**src/rtl/carcontrol_nios2_div_cell.sv**
```systemverilog
// carcontrol_nios2_div_cell: multi-cycle radix-2 restoring divider for div/divu.
// Sequence: IDLE -> PREP -> ITER (DATA_W cycles) -> FIX -> DONE.
// Optional macro CARCONTROL_NIOS2_DIV_REMAINDER_EN adds the registered,
// sign-corrected remainder output. When it is undefined, the remainder output is tied to 0.
module carcontrol_nios2_div_cell #(
    parameter int DATA_W = 32
) (
    input  logic              clk,
    input  logic              reset,
    input  logic [DATA_W-1:0] M_div_src1,
    input  logic [DATA_W-1:0] M_div_src2,
    input  logic              M_div_signed,
    input  logic              M_div_start,
    output logic              M_div_busy,
    output logic              M_div_done,
    output logic [DATA_W-1:0] M_div_cell_result,
    output logic [DATA_W-1:0] M_div_cell_remainder,
    output logic              M_div_by_zero
);

    localparam int CNT_W = $clog2(DATA_W);

    typedef enum logic [2:0] {
        IDLE = 3'd0,
        PREP = 3'd1,
        ITER = 3'd2,
        FIX  = 3'd3,
        DONE = 3'd4
    } state_t;

    state_t state, state_next;

    logic [DATA_W-1:0] src1_q;
    logic [DATA_W-1:0] src2_q;
    logic              signed_q;
    logic [DATA_W-1:0] quo;
    logic [DATA_W-1:0] rem;
    logic [DATA_W-1:0] dvs;
    logic              q_neg;
    logic              div_zero;
    logic [CNT_W-1:0]  counter;
    logic [DATA_W-1:0] result_q;
    logic              by_zero_q;

    logic              a_neg;
    logic              b_neg;
    logic [DATA_W-1:0] a_mag;
    logic [DATA_W-1:0] b_mag;
    logic [DATA_W:0]   shifted;
    logic [DATA_W:0]   trial;

    // Operand magnitudes. The most-negative value negates to itself, which is the correct unsigned magnitude.
    assign a_neg = signed_q & src1_q[DATA_W-1];
    assign b_neg = signed_q & src2_q[DATA_W-1];
    assign a_mag = a_neg ? (~src1_q + 1'b1) : src1_q;
    assign b_mag = b_neg ? (~src2_q + 1'b1) : src2_q;

    // One restoring step: shift in the next dividend bit and trial-subtract the divisor.
    assign shifted = {rem, quo[DATA_W-1]};
    assign trial   = shifted - {1'b0, dvs};

    assign M_div_busy        = (state != IDLE);
    assign M_div_done        = (state == DONE);
    assign M_div_cell_result = result_q;
    assign M_div_by_zero     = by_zero_q;

    // State register
    always_ff @(posedge clk) begin
        if (reset) state <= IDLE;
        else       state <= state_next;
    end

    // Next-state logic: the iteration counter decides when ITER ends
    always_comb begin
        state_next = state;
        case (state)
            IDLE:    if (M_div_start) state_next = PREP;
            PREP:    state_next = ITER;
            ITER:    if (counter == '0) state_next = FIX;
            FIX:     state_next = DONE;
            DONE:    state_next = IDLE;
            default: state_next = IDLE;
        endcase
    end

    // Datapath: capture, magnitude prep, restoring iterations and final quotient fix-up
    always_ff @(posedge clk) begin
        if (reset) begin
            src1_q    <= '0;
            src2_q    <= '0;
            signed_q  <= 1'b0;
            quo       <= '0;
            rem       <= '0;
            dvs       <= '0;
            q_neg     <= 1'b0;
            div_zero  <= 1'b0;
            counter   <= '0;
            result_q  <= '0;
            by_zero_q <= 1'b0;
        end else begin
            case (state)
                IDLE: begin
                    if (M_div_start) begin
                        src1_q   <= M_div_src1;
                        src2_q   <= M_div_src2;
                        signed_q <= M_div_signed;
                    end
                end
                PREP: begin
                    quo      <= a_mag;
                    dvs      <= b_mag;
                    rem      <= '0;
                    q_neg    <= a_neg ^ b_neg;
                    div_zero <= (src2_q == '0);
                    counter  <= CNT_W'(DATA_W - 1);
                end
                ITER: begin
                    if (!trial[DATA_W]) rem <= trial[DATA_W-1:0];
                    else                rem <= shifted[DATA_W-1:0];
                    quo     <= {quo[DATA_W-2:0], ~trial[DATA_W]};
                    counter <= counter - 1'b1;
                end
                FIX: begin
                    by_zero_q <= div_zero;
                    if (div_zero)   result_q <= '1;
                    else if (q_neg) result_q <= ~quo + 1'b1;
                    else            result_q <= quo;
                end
                default: ;
            endcase
        end
    end

`ifdef CARCONTROL_NIOS2_DIV_REMAINDER_EN
    logic              r_neg;
    logic [DATA_W-1:0] remainder_q;

    assign M_div_cell_remainder = remainder_q;

    // Remainder takes the dividend's sign; a zero divisor returns the captured dividend
    always_ff @(posedge clk) begin
        if (reset) begin
            r_neg       <= 1'b0;
            remainder_q <= '0;
        end else begin
            if (state == PREP) r_neg <= a_neg;
            if (state == FIX) begin
                if (div_zero)   remainder_q <= src1_q;
                else if (r_neg) remainder_q <= ~rem + 1'b1;
                else            remainder_q <= rem;
            end
        end
    end
`else
    assign M_div_cell_remainder = '0;
`endif

endmodule
```
**config.mk**
```make
export PLATFORM = sky130hd
export DESIGN_NAME = carcontrol_nios2_div_cell
export DESIGN_NICKNAME = d
export VERILOG_FILES = /design/src/rtl/carcontrol_nios2_div_cell.sv
export SDC_FILE = /design/constraint.sdc
export NUM_CORES = 1
export LEC_CHECK = 0
export ABC_CLOCK_PERIOD_IN_PS = 6900
export BUFFER_PORTS_ARGS = -buffer_cell sky130_fd_sc_hd__buf_2
export CAP_MARGIN = 20
export CORE_MARGIN = 2
export CORE_UTILIZATION = 30
export DETAILED_ROUTE_END_ITERATION = 7
export PLACE_DENSITY_LB_ADDON = 0.25
export SYNTH_ARGS = -nofsm -noshare
export SYNTH_HDL_FRONTEND = slang
export SYNTH_SLANG_ARGS = --single-unit
```
**constraint.sdc**
```tcl
create_clock -name clk -period 6.9 [get_ports clk]
set_input_delay 0.69 -clock clk [delete_from_list [all_inputs] [get_ports clk]]
set_output_delay 0.69 -clock clk [all_outputs]
set_load 0.1 [all_outputs]
```
# [Yosys cells after proc, flatten, opt, wreduce, memory -nomap -nowiden]
# Index checks and enable logic that the tools add are counted.
[classes] add_sub_neg=5 n_eq_ne=6 mux=11 n_bitwise=7 reduce_logical=7
[ops] cell="$mux 32" count=5
[ops] cell="$pmux 32 s2" count=2
[ops] cell="$add 32x1->32 const B" count=3
[ops] cell="$not 32->32" count=3
[ops] cell="$sub 33x32->33" count=1
[ops] cell="$logic_not 32->1" count=1
[ops] cell="$pmux 3 s4" count=1
[ops] cell="$pmux 5 s2" count=1
[ops] cell="$eq 3x2->1 const B" count=2
[ops] cell="$mux 3" count=2
[ops] cell="$logic_not 5->1" count=1
[ops] cell="$sub 5x1->5 const B" count=1
[ops] cell="$ne 2x2->1 const B" count=2
[ops] cell="$reduce_and 2->1" count=2
[ops] cell="$eq 3x1->1 const B" count=1
[ops] cell="$eq 3x3->1 const B" count=1
[ops] cell="$logic_not 3->1" count=1
[ops] cell="$reduce_bool 3->1" count=1
[ops] cell="$and 1x1->1" count=2
[ops] cell="$reduce_bool 2->1" count=1
[ops] cell="$not 1->1" count=1
[ops] cell="$xor 1x1->1" count=1
[word_totals] register_bits=204 inputBits=68 output_inout_bits=67 elab_cells=48

# [Logic depth before layout (Yosys ltp)]
[depth] word_depth=4 ltp_mapped=15

# [Least setup slack after synthesis]
# No wires, ideal clock.
[synth_path] path_type="reg-to-output" startpoint="reg state[2]" endpoint="out M_div_done" t_arrival_ns=2.747 slack_ns=3.463 path_stages_with_launch=3 n_path_buf=1 path_cell_list="dfxtp_1 clkbuf_1 nor3b_1"
[synth_between] elab_chain_len=1
[synth_rtl] item="start, declared" line_no="31" text="state_t state, state_next;"
[synth_rtl] item="start signal, assigned" line_no="70" text="else state <= state_next;"
[synth_rtl] item="$eq 3x3->1" line_no="63" text="assign M_div_done = (state == DONE);"
[synth_rtl] item="end, declared" line_no="15" text="output logic M_div_done,"
# Every way passes these cells.

# [Worst setup path in the final report]
[layout_path] startpoint="reg quo[31]" endpoint="reg rem[11]"
[layout_between] elab_chain_len=3
[layout_rtl] item="start, declared" line_no="36" text="logic [DATA_W-1:0] quo;"
[layout_rtl] item="start signal, assigned" line_no="110" text="quo <= a_mag;"
[layout_rtl] item="start signal, assigned" line_no="120" text="quo <= {quo[DATA_W-2:0], ~trial[DATA_W]};"
[layout_rtl] item="$sub 33x32->33" line_no="60" text="assign trial = shifted - {1'b0, dvs};"
[layout_rtl] item="$mux 32" line_no="118" text="if (!trial[DATA_W]) rem <= trial[DATA_W-1:0];"
[layout_rtl] item="$pmux 32 s2" line_no="101" text="case (state)"
[layout_rtl] item="end signal, assigned" line_no="118"
[layout_rtl] item="end signal, assigned" line_no="119" text="else rem <= shifted[DATA_W-1:0];"
[layout_rtl] item="end, declared" line_no="37" text="logic [DATA_W-1:0] rem;"
# Every way passes these cells.
# A chain may end at the register's enable or synchronous reset.

==> impl_metrics.toml <==
[layout]
design.final.nets = 1621
mostFrequentLayoutCells = "sky130_fd_sc_hd__nand2_1, sky130_fd_sc_hd__dfxtp_1, sky130_fd_sc_hd__a21oi_1"
fillerInstances = 4065
post-route-cell-area_um2 = 13000
post_route_cells_drive_above_1_share_pct = 11.5
flow.area_growth_from_synthesis_pct = 14.4
mostFrequentLayoutCell = "sky130_fd_sc_hd__nand2_1"
antennaDiodeCount = 0

[die]
die_h_um = 198
dieArea_um2 = 39400
core_um2 = 37500
die_w_um = 198
design.portCount = 135
start_util_pct = 30.3
rows = 71

[placed_design]
numPortBuffers = 102
detailed_place_hpwl_um = 22000
gpl.final_weighted_congestion = 0.852
dp_worst_setup_slack_ns = 2.74
detailed_place.area_um2 = 12200

[sta]
timing.final.hold_violations = 0
setup_total_negative_slack_ns = 0
timing_worst_slew_pin_value_ns = 0.992
timing.slew.headroom_pct = 33.9
final_count_of_pins_violating_max_slew = 0
setup_viol = 0
max_freq_mhz = 243
skew_ns = 0.00981
rsz0062_at_grt = "no"
fin_crit_sh_pct = 59.7
final.min_clock_period_ns = 4.12
layout_setup_ws_ns = 2.78

[routing]
detail_route.vias_per_cell = 4.93
drt.antenna.violating_nets = 0
postRouteWirelength_um = 30200
drc_errors = 0
drt_iter0_drc = 578
wire_per_inst_um = 14.8
drtPass1Iterations = 5
vias = 10067

[hold_path]
path_category_of_the_worst_min_delay_check = "in2reg"
holdPathStages = 3
timing.hold.worst.start = "M_div_src2[3]"
hold_end = "src2_q[3]$_SDFFE_PP0P_"

[power_and_ir_drop]
power.static_leakage_nw = 5.19
powerDensity_nw_per_um2 = 342
worst_ir_drop_vdd_mv = 0.239

[cts]
cts.clk_slew.worst_paths_ns = 0.06
clock_path_buffers = 3
tritoncts = "done"
clockRootBuffer = "sky130_fd_sc_hd__clkbuf_16"
ctsResizeCount = 0
clock_latency_at_the_later_pin_of_the_worst_skew_pair_ns = 0.52
cts-htree-levels = 1
postCtsHoldBufs = 0
tritoncts.num_buffers = 24
clkSinkCount = 204
postCtsSetupRepairBufs = 0

[synthesis]
synth.largest_area_cell = "sky130_fd_sc_hd__dfxtp_1"
post_synth_instance_area_um2 = 11300
synthXorXnorAreaFrac_pct = 8.72
synthFlopType = "sky130_fd_sc_hd__dfxtp_1"
synth_simple_gate_area_share_pct = 19.7
synthAdderAreaFrac_pct = 4.26
synthesis.instances = 1464
synth_top_family_by_area = "compound AO/OA/AOI/OAI gates"
synth-warning-count = 0
seq_area_frac_synth_pct = 36.0
synth_area_leaders = "sky130_fd_sc_hd__dfxtp_1, sky130_fd_sc_hd__nand2_1, sky130_fd_sc_hd__a21oi_1"
synth_compound_area_share_pct = 22.1
synth_async_sr_flop_share_pct = 0
synthDistinctLibCells = 58
synthesis.area_per_instance_um2 = 7.75
synth_edf_count = 0
area_share_of_the_leading_cell_type_in_the_synthesized_netlist_pct = 36.0
share_of_cell_area_taken_by_muxes_after_synthesis_pct = 2.39
synth_seq_cells = 204

[setup_path]
crit_path_start_kind = "register"
reg2reg_depth = 14
path_max_fanout = 28
critical_path.reg2reg.endpoint = "rem[11]$_SDFFE_PP0N_"
worstPathRequired_ns = 7.27
worst_setup_path_startpoint = "quo[31]$_SDFFE_PP0N_"
r2r-start = "quo[31]$_SDFFE_PP0N_"
worst_ep_arrival_time_ns = 4.49
ff2ff_setup_slack_ns = 2.78
crit_path_end_kind = "register"
crit_type = "reg2reg"

[run]
max_cap_viol_count = 0

[grt]
grt_overflow_total = 0
global_route.usage.total_pct = 15.1
number_of_global_route_vias_before_repair = 9204
first_pass_grt_wire_length_um = 48700
grt_max_degree = 97
grt_antenna_before_repair = 0

[run_status]
run_status = "finished, final reports clean"
==> worst max-delay path by stage <==
stage / cells past startpoint / end
CTS: 14 / rem[11]$_SDFFE_PP0N_
global route: 14 / rem[11]$_SDFFE_PP0N_
global placement: 14 / rem[11]$_SDFFE_PP0N_
finish: 14 / rem[11]$_SDFFE_PP0N_
detailed placement: 14 / rem[11]$_SDFFE_PP0N_
floorplan: 2 / M_div_done
==> Yosys cell counts (all sizes together), types with 2 or more instances <==
cell type / count
a32oi: 2
o31ai: 26
a22oi: 30
nor2: 107
o22ai: 25
nor3: 35
and3: 8
a211oi: 35
or3: 20
and4: 2
o21a: 5
nand3: 28
ha: 37
a31oi: 7
nand3b: 5
a221oi: 2
mux2i: 26
nor2b: 4
a211o: 4
dfxtp: 204
nor4: 13
a21o: 12
a21oi: 163
inv: 52
and2: 6
or3b: 2
a311oi: 8
clkbuf: 73
nor3b: 5
nand2: 244
nand4: 3
buf: 47
xnor2: 69
or4: 7
o21bai: 4
o41ai: 5
or2: 5
nand2b: 8
o211ai: 7
o21ai: 65
xor2: 44
==> cell families (layout without fill, tap and decap cells) <==
| group | after synthesis | count (layout) |
|---|---|---|
| AOI/OAI and AO/OA | 407 | 407 |
| xor gates and xnor gates | 113 | 113 |
| adders and majority gates | 38 | 38 |
| buffers and inverters | 172 | 209 |
| DFF | 204 | 204 |
| muxes | 27 | 27 |
| other | 1 | 32 |
| and+or+nand+nor | 502 | 502 |
==> routing by layer <==
| metal | GRT usage (%) | vias up | share of wire, % | wire length, um |
|---|---|---|---|---|
| li1 | - | 5178 | - | - |
| met2 | 22.3 | 176 | 41 | 12500 |
| met4 | 4.75 | 0 | 2.6 | 777 |
| met1 | 22.6 | 4673 | 52 | 15700 |
| met3 | 1.75 | 40 | 3.8 | 1160 |
| met5 | 0 | - | 0 | 0 |
==> worst max-delay path, stage by stage (launching register included) <==
cell and delay (ns):
sky130_fd_sc_hd__dfxtp_1 0.34, sky130_fd_sc_hd__inv_1 0.08, sky130_fd_sc_hd__ha_1 0.17, sky130_fd_sc_hd__inv_1 0.06, sky130_fd_sc_hd__fa_1 0.41, sky130_fd_sc_hd__a211oi_1 0.26, sky130_fd_sc_hd__o21a_1 0.24, sky130_fd_sc_hd__a211o_1 0.18
sky130_fd_sc_hd__a211oi_1 0.13, sky130_fd_sc_hd__or3b_1 0.43, sky130_fd_sc_hd__a41o_1 0.22, sky130_fd_sc_hd__a211oi_4 0.59, sky130_fd_sc_hd__buf_4 0.50, sky130_fd_sc_hd__mux2i_1 0.24, sky130_fd_sc_hd__a211oi_1 0.08
==> per-stage QoR <==
step | hold slack, ns | power [mW] | instances | util [%]
after floorplan | 0.432 | 2.83 | 1495 | -
after global placement | 0.445 | 3.16 | 2000 | 32.5
after detailed placement | 0.454 | 3.18 | 2000 | 32.5
after CTS | 0.379 | 4.48 | 2043 | 34.6
after global routing | 0.393 | 4.73 | 2043 | 34.6
final | 0.401 | 4.43 | 2043 | 34.6
==> cell type report <==
class,count,area [um^2],share of cell area [%]
clock buffer,34,699,5.39
timing repair buffer,114,607,4.68
sequential,204,4080,31.5
multi-input combinational,1119,6650,51.2
tap,511,639,4.93
inverter,52,195,1.50
clock inverter,9,103,0.791
==> registers in the layout (all words and copies together), names as in the netlist, 3 cells and up <==
signal	flops
src2_q	32
quo	32
rem	32
dvs	32
state	3
src1_q	32
M_div_cell_result	32
counter	5
==> report_power, final <==
group,switching (mW),internal (mW),leakage (nW),total [mW]
logic,1.08,0.682,3.15,1.76
registers,0.104,1.28,1.66,1.39
clock network,0.508,0.779,0.387,1.29
total,1.69,2.74,5.19,4.43
(Power assumes the default switching activity.)
